$ cat src/rtl/scarf_sram_pkg.sv
// scarf_sram_pkg: shared widths and cycle-FSM state encoding for the SCARF pattern SRAM loader
package scarf_sram_pkg;
  localparam int SRAM_AW    = 19;
  localparam int ADDR_BYTES = 3;
  typedef enum logic [2:0] {IDLE, W_SETUP, W_PULSE, W_HOLD, R_WAIT} sram_state_t;
endpackage

$ cat src/rtl/scarf_sram_loader_cycle_fsm.sv
// sram_cycle_fsm: async-SRAM write/read strobe sequencer with programmable pulse and wait widths
module sram_cycle_fsm
  import scarf_sram_pkg::*;
#(
  parameter int WE_CYCLES = 2,
  parameter int RD_CYCLES = 2
) (
  input  logic               clk,
  input  logic               rst,
  input  logic               i_wr,
  input  logic               i_rd,
  input  logic [SRAM_AW-1:0] i_addr,
  input  logic [7:0]         i_wdata,
  output logic               o_idle,
  output logic               o_wr_done,
  output logic               o_rd_cap,
  output logic [SRAM_AW-1:0] o_addr,
  output logic [7:0]         o_dq_out,
  output logic               o_dq_oe,
  output logic               o_ce_n,
  output logic               o_oe_n,
  output logic               o_we_n
);
  sram_state_t r_state;
  logic [2:0]  r_cnt;
  assign o_idle    = r_state == IDLE;
  assign o_wr_done = r_state == W_HOLD;
  assign o_rd_cap  = r_state == R_WAIT && r_cnt == 3'd0;
  // strobes are registers with async reset so rst releases the pins without a clock edge
  always_ff @(posedge clk or posedge rst) begin
    if (rst) begin
      r_state  <= IDLE;
      r_cnt    <= 3'd0;
      o_addr   <= '0;
      o_dq_out <= 8'h00;
      o_dq_oe  <= 1'b0;
      o_ce_n   <= 1'b1;
      o_oe_n   <= 1'b1;
      o_we_n   <= 1'b1;
    end else begin
      case (r_state)
        IDLE: begin
          if (i_wr) begin
            r_state  <= W_SETUP;
            o_addr   <= i_addr;
            o_dq_out <= i_wdata;
            o_dq_oe  <= 1'b1;
            o_ce_n   <= 1'b0;
          end else if (i_rd) begin
            r_state <= R_WAIT;
            r_cnt   <= 3'(RD_CYCLES - 1);
            o_addr  <= i_addr;
            o_ce_n  <= 1'b0;
            o_oe_n  <= 1'b0;
          end
        end
        W_SETUP: begin
          r_state <= W_PULSE;
          r_cnt   <= 3'(WE_CYCLES - 1);
          o_we_n  <= 1'b0;
        end
        W_PULSE: begin
          r_cnt <= r_cnt - 3'd1;
          if (r_cnt == 3'd0) begin
            r_state <= W_HOLD;
            o_we_n  <= 1'b1;
          end
        end
        W_HOLD: begin
          r_state <= IDLE;
          o_dq_oe <= 1'b0;
          o_ce_n  <= 1'b1;
        end
        R_WAIT: begin
          r_cnt <= r_cnt - 3'd1;
          if (r_cnt == 3'd0) begin
            r_state <= IDLE;
            o_oe_n  <= 1'b1;
            o_ce_n  <= 1'b1;
          end
        end
        default: r_state <= IDLE;
      endcase
    end
  end
endmodule

$ cat src/rtl/scarf_sram_loader.sv
// scarf_sram_loader: SCARF slave that loads/reads the pattern SRAM and hands it to the pattern generator
module scarf_sram_loader
  import scarf_sram_pkg::*;
#(
  parameter logic [6:0] SLAVE_ID  = 7'd02,
  parameter int         WE_CYCLES = 2,
  parameter int         RD_CYCLES = 2
) (
  input  logic               clk,
  input  logic               rst,
  input  logic [7:0]         data_in,
  input  logic               data_in_valid,
  input  logic               data_in_finished,
  input  logic [6:0]         slave_id,
  input  logic               rnw,
  output logic [7:0]         read_data_out,
  input  logic               pattern_active,
  input  logic [SRAM_AW-1:0] sram_addr_pat_gen,
  output logic [7:0]         sram_data,
  output logic               write_dropped,
  output logic [SRAM_AW-1:0] sram_addr,
  output logic [7:0]         sram_dq_out,
  output logic               sram_dq_oe,
  input  logic [7:0]         sram_dq_in,
  output logic               sram_ce_n,
  output logic               sram_oe_n,
  output logic               sram_we_n
);
  logic               w_sel, w_strobe, w_last_addr, w_data_byte;
  logic               w_launch_wr, w_launch_rd, w_drop, w_pat_own;
  logic               w_idle, w_wr_done, w_rd_cap, w_fsm_ce_n, w_fsm_oe_n;
  logic [SRAM_AW-1:0] w_fsm_addr;
  logic [1:0]         r_bcnt;
  logic [SRAM_AW-1:0] r_addr;
  logic [7:0]         r_wdata, r_rdata;
  logic               r_wr_req, r_rd_req;
  assign w_sel       = slave_id == SLAVE_ID;
  assign w_strobe    = w_sel && data_in_valid;
  assign w_last_addr = w_strobe && r_bcnt == 2'(ADDR_BYTES - 1);
  assign w_data_byte = w_strobe && r_bcnt == 2'(ADDR_BYTES);
  assign w_launch_wr = w_data_byte && !rnw;
  assign w_launch_rd = (w_data_byte || w_last_addr) && rnw;
  assign w_drop      = (w_launch_wr || w_launch_rd) && pattern_active;
  assign w_pat_own   = pattern_active && w_idle;
  always_ff @(posedge clk or posedge rst) begin
    if (rst) begin
      r_bcnt        <= 2'd0;
      r_addr        <= '0;
      r_wdata       <= 8'h00;
      r_rdata       <= 8'h00;
      r_wr_req      <= 1'b0;
      r_rd_req      <= 1'b0;
      write_dropped <= 1'b0;
      sram_data     <= 8'h00;
    end else begin
      r_bcnt <= data_in_finished ? 2'd0 : (w_strobe && r_bcnt != 2'd3) ? r_bcnt + 2'd1 : r_bcnt;
      // address bytes shift in MSB first; the 19-bit register keeps only the low bits of the 24
      if (w_strobe && r_bcnt < 2'(ADDR_BYTES))
        r_addr <= {r_addr[SRAM_AW-9:0], data_in};
      else if ((w_data_byte && (rnw || pattern_active)) || w_wr_done)
        r_addr <= r_addr + SRAM_AW'(1);
      // requests stay pending until the FSM is idle to take them
      r_wr_req      <= (w_launch_wr && !pattern_active) || (r_wr_req && !w_idle);
      r_rd_req      <= (w_launch_rd && !pattern_active) || (r_rd_req && !w_idle);
      r_wdata       <= w_launch_wr ? data_in : r_wdata;
      write_dropped <= write_dropped || w_drop;
      r_rdata       <= w_rd_cap ? sram_dq_in : data_in_finished ? 8'h00 : r_rdata;
      sram_data     <= w_pat_own ? sram_dq_in : sram_data;
    end
  end
  sram_cycle_fsm #(
    .WE_CYCLES(WE_CYCLES),
    .RD_CYCLES(RD_CYCLES)
  ) u_fsm (
    .clk      (clk),
    .rst      (rst),
    .i_wr     (r_wr_req),
    .i_rd     (r_rd_req),
    .i_addr   (r_addr),
    .i_wdata  (r_wdata),
    .o_idle   (w_idle),
    .o_wr_done(w_wr_done),
    .o_rd_cap (w_rd_cap),
    .o_addr   (w_fsm_addr),
    .o_dq_out (sram_dq_out),
    .o_dq_oe  (sram_dq_oe),
    .o_ce_n   (w_fsm_ce_n),
    .o_oe_n   (w_fsm_oe_n),
    .o_we_n   (sram_we_n)
  );
  assign read_data_out = (w_sel && rnw) ? r_rdata : 8'h00;
  assign sram_addr     = w_pat_own ? sram_addr_pat_gen : w_fsm_addr;
  assign sram_ce_n     = w_fsm_ce_n && !w_pat_own;
  assign sram_oe_n     = w_fsm_oe_n && !w_pat_own;
endmodule

$ cat config.mk
export PLATFORM = sky130hd
export DESIGN_NAME = scarf_sram_loader
export DESIGN_NICKNAME = d
export VERILOG_FILES = /design/src/rtl/scarf_sram_pkg.sv /design/src/rtl/scarf_sram_loader_cycle_fsm.sv /design/src/rtl/scarf_sram_loader.sv
export SDC_FILE = /design/constraint.sdc
export NUM_CORES = 1
export LEC_CHECK = 0
export ABC_AREA = 0
export BUFFER_PORTS_ARGS = -buffer_cell sky130_fd_sc_hd__buf_4
export CAP_MARGIN = 20
export CORE_MARGIN = 5
export CORE_UTILIZATION = 51
export CTS_CLUSTER_SIZE = 24
export DETAILED_ROUTE_END_ITERATION = 10
export MAX_ROUTING_LAYER = met4
export PLACE_DENSITY = 0.82
export SLEW_MARGIN = 40
export SYNTH_ARGS = -nofsm -noshare
export SYNTH_HDL_FRONTEND = slang
export SYNTH_SLANG_ARGS = --single-unit
$ cat constraint.sdc
create_clock -name clk -period 3.4 [get_ports clk]
set_clock_uncertainty 0.2 [all_clocks]
set_input_delay 0.68 -clock clk [delete_from_list [all_inputs] [get_ports clk]]
set_output_delay 0.68 -clock clk [all_outputs]
set_load 0.05 [all_outputs]
==> flow_metrics.env <==
export IMPL_final_fill_count=678
export IMPL_layout_drive_gt1_share=0.370
export IMPL_critPathKind="reg2out"
export IMPL_reg2reg_from="r_addr[0]$_DFFE_PP0P_"
export IMPL_status="finished clean"
export IMPL_start_util=0.519
export IMPL_clk_path_buf_depth=2
export IMPL_hold_viol=0
export IMPL_ys_types=48
export IMPL_cp_max_fo=16
export IMPL_detail_route_wl_per_cell_um=16.1
export IMPL_max_freq_ghz=0.324
export IMPL_design_area_um2=5260
export IMPL_drt_met1_wl_um=4180
export IMPL_ff_latch_area_um2=2130
export IMPL_syn_avg_cell_area_um2=10.7
export IMPL_drc=0
export IMPL_cap_violations=0
export IMPL_hpwl_um=7100
export IMPL_crit_reg2reg_capture="r_addr[18]$_DFFE_PP0P_"
export IMPL_syn_nets=450
export IMPL_grt_pass1_vias=3325
export IMPL_tightest_slew_ps=596
export IMPL_start_kind="register"
export IMPL_cts_root_buf="clkbuf_8"
export IMPL_hold_class="in2async"
export IMPL_power_density_nw_per_um2=393
export IMPL_postRouteAntennaNets=0
export IMPL_cts_clk_slew_worst_paths_ps=90
export IMPL_layout_min_cycle_time_ps=3090
export IMPL_worstSetupEndpoint="sram_addr[3]"
export IMPL_required_ps=2520
export IMPL_synthToLayoutAreaGrowth_pct=24.1
export IMPL_multi_input_area_um2=1960
export IMPL_cts_hold_buffers=0
export IMPL_synth_common_cells="dfrtp_1, mux2_2, nand2_1, a21oi_1, o21ai_0"
export IMPL_grt_max_degree=61
export IMPL_cts_num_sinks=85
export IMPL_slew_violations=0
export IMPL_gp_congestion=0.855
export IMPL_coreArea_um2=8180
export IMPL_ys_ff_latch=85
export IMPL_diodes=0
export IMPL_rows=33
export IMPL_netlist_area_um2=4240
export IMPL_die_y_um=101
export IMPL_worst_setup_path_end_kind="output port"
export IMPL_ys_flop_type="dfrtp_1"
export IMPL_postPlaceCellArea_um2=5050
export IMPL_r2r_slack_ps=1070
export IMPL_die_area_um2=10200
export IMPL_cts_made_buffers=9
export IMPL_clk_latency_ps=360
export IMPL_via_count=3374
export IMPL_antenna_found_initial=0
export IMPL_synth_edf_count=0
export IMPL_async_flop_share=1.00
export IMPL_fin_crit_sh=0.908
export IMPL_cts_tree="yes"
export IMPL_die_w_um=101
export IMPL_grt_pass1_wl_um=16300
export IMPL_synth_area_leader_cell="dfrtp_1"
export IMPL_routed_top_layer="met4"
export IMPL_wirelength_um=9670
export IMPL_yosysSeqAreaShare=0.502
export IMPL_track_usage=0.204
export IMPL_static_leakage_power_nw=2.35
export IMPL_wl_met2_um=4890
export IMPL_port_buffers=95
export IMPL_drt_vias_per_instance=5.63
export IMPL_rsz0062_at_grt="false"
export IMPL_overflow=0
export IMPL_cts_setup_buffers=0
export IMPL_crit_path_start="u_fsm.r_state[0]$_DFFE_PP0P_"
export IMPL_setup_viol=0
export IMPL_drtIter0Drc=148
export IMPL_cp_arrival_ps=2210
export IMPL_ir_worst_vdd_mv=0.213
export IMPL_yosysWarnings=0
export IMPL_io_pins=96
export IMPL_max_slew_margin=0.597
export IMPL_synth_most_common_cell="dfrtp_1"
export IMPL_worstRegToRegCells=6
export IMPL_wl_met3_um=562
export IMPL_synth_area_leaders="dfrtp_1, mux2_2, a21oi_1"
export IMPL_layout_nets=542
export IMPL_synth_top_area_frac=0.484
export IMPL_ctsResizeCount=0
export IMPL_dr_pass1_iters=4
export IMPL_synthCells=397
export IMPL_htreeDepth=3
export IMPL_setup_tns_ps=0
-- metrics by stage --
step	setup slack (ps)	util	hold slack (ps)	instances	total power, W
after floorplan	331	-	259	397	0.00124
after global placement	652	0.618	271	583	0.00134
after detailed placement	631	0.618	279	583	0.00135
after CTS	294	0.643	153	599	0.00209
after global routing	94.0	0.644	174	599	0.00215
final	311	0.644	136	599	0.00207
-- report_power, final --
| group | total [W] | internal, W | leakage [nW] | switching (W) |
|---|---|---|---|---|
| logic | 0.000282 | 0.000115 | 1.28 | 0.000167 |
| clock network | 0.000739 | 0.000352 | 0.107 | 0.000387 |
| registers | 0.00104 | 0.00103 | 0.962 | 0.0000186 |
-- area by class of cell --
class	count	share of cell area
timing repair buffer	104	0.148
multi-input combinational	276	0.373
sequential	85	0.405
tap	105	0.0250
clock inverter	7	0.0155
clock buffer	9	0.0235
inverter	13	0.0102
-- critical path, cell delays in order, from the launching register on --
cell	delay, ps
dfrtp_1	520
nor3_1	220
buf_4	160
and2_1	140
buf_4	240
mux2_2	360
buf_4	190
-- per-layer routing --
metal,GRT usage,vias up
li1,-,1607
met2,0.329,106
met5,-,-
met1,0.266,1655
met3,0.0427,6
met4,0.0460,0
-- cells by family after synthesis --
logic type / after synthesis / share of synthesized area
and+or+nand+nor: 114 / 0.145
AOI/OAI and AO/OA: 90 / 0.124
DFF: 85 / 0.502
muxes: 64 / 0.169
buffers and inverters: 36 / 0.0375
adders and majority gates: 6 / 0.0171
xor gates and xnor gates: 2 / 0.00413
-- sequential cells by signal, summed over array words and instances (netlist names), 2 cells and up --
signal and flops:
u_fsm.o_dq_out 8, r_wdata 8, r_rdata 8, sram_data 8, u_fsm.o_addr 19, u_fsm.r_cnt 3
r_bcnt 2, r_addr 19, u_fsm.r_state 3
-- layout by cell type (no fill, tap or decap), drive strengths merged, types with 2 or more instances in the layout --
cell     instances
o21ai           26
nand4            6
o22a             6
nor4             3
a2bb2oi          5
nor2            13
dfrtp           82
a21oi           34
and3             3
clkinv           3
a31oi            3
or3              2
buf            104
and4             3
o21a             2
mux2            62
inv             16
nor3             5
nor2b            7
xnor2            2
mux2i            2
dfstp            3
nand3            9
o22ai            8
ha               5
clkbuf           9
nand2           36
and2            10
nand2b          10
-- how the worst min path moves through the flow --
stage	startpoint	end	slack, ps	cells past startpoint
after CTS	rst	sram_data[4]$_DFFE_PP0P_	150	2
after floorplan	r_wdata[0]$_DFFE_PP0P_	r_wdata[0]$_DFFE_PP0P_	260	1
after global placement	r_wdata[1]$_DFFE_PP0P_	r_wdata[1]$_DFFE_PP0P_	270	1
final	rst	sram_data[4]$_DFFE_PP0P_	140	2
after detailed placement	r_wdata[7]$_DFFE_PP0P_	r_wdata[7]$_DFFE_PP0P_	280	1
after global routing	rst	sram_data[4]$_DFFE_PP0P_	170	2
(Power assumes the default switching activity.)
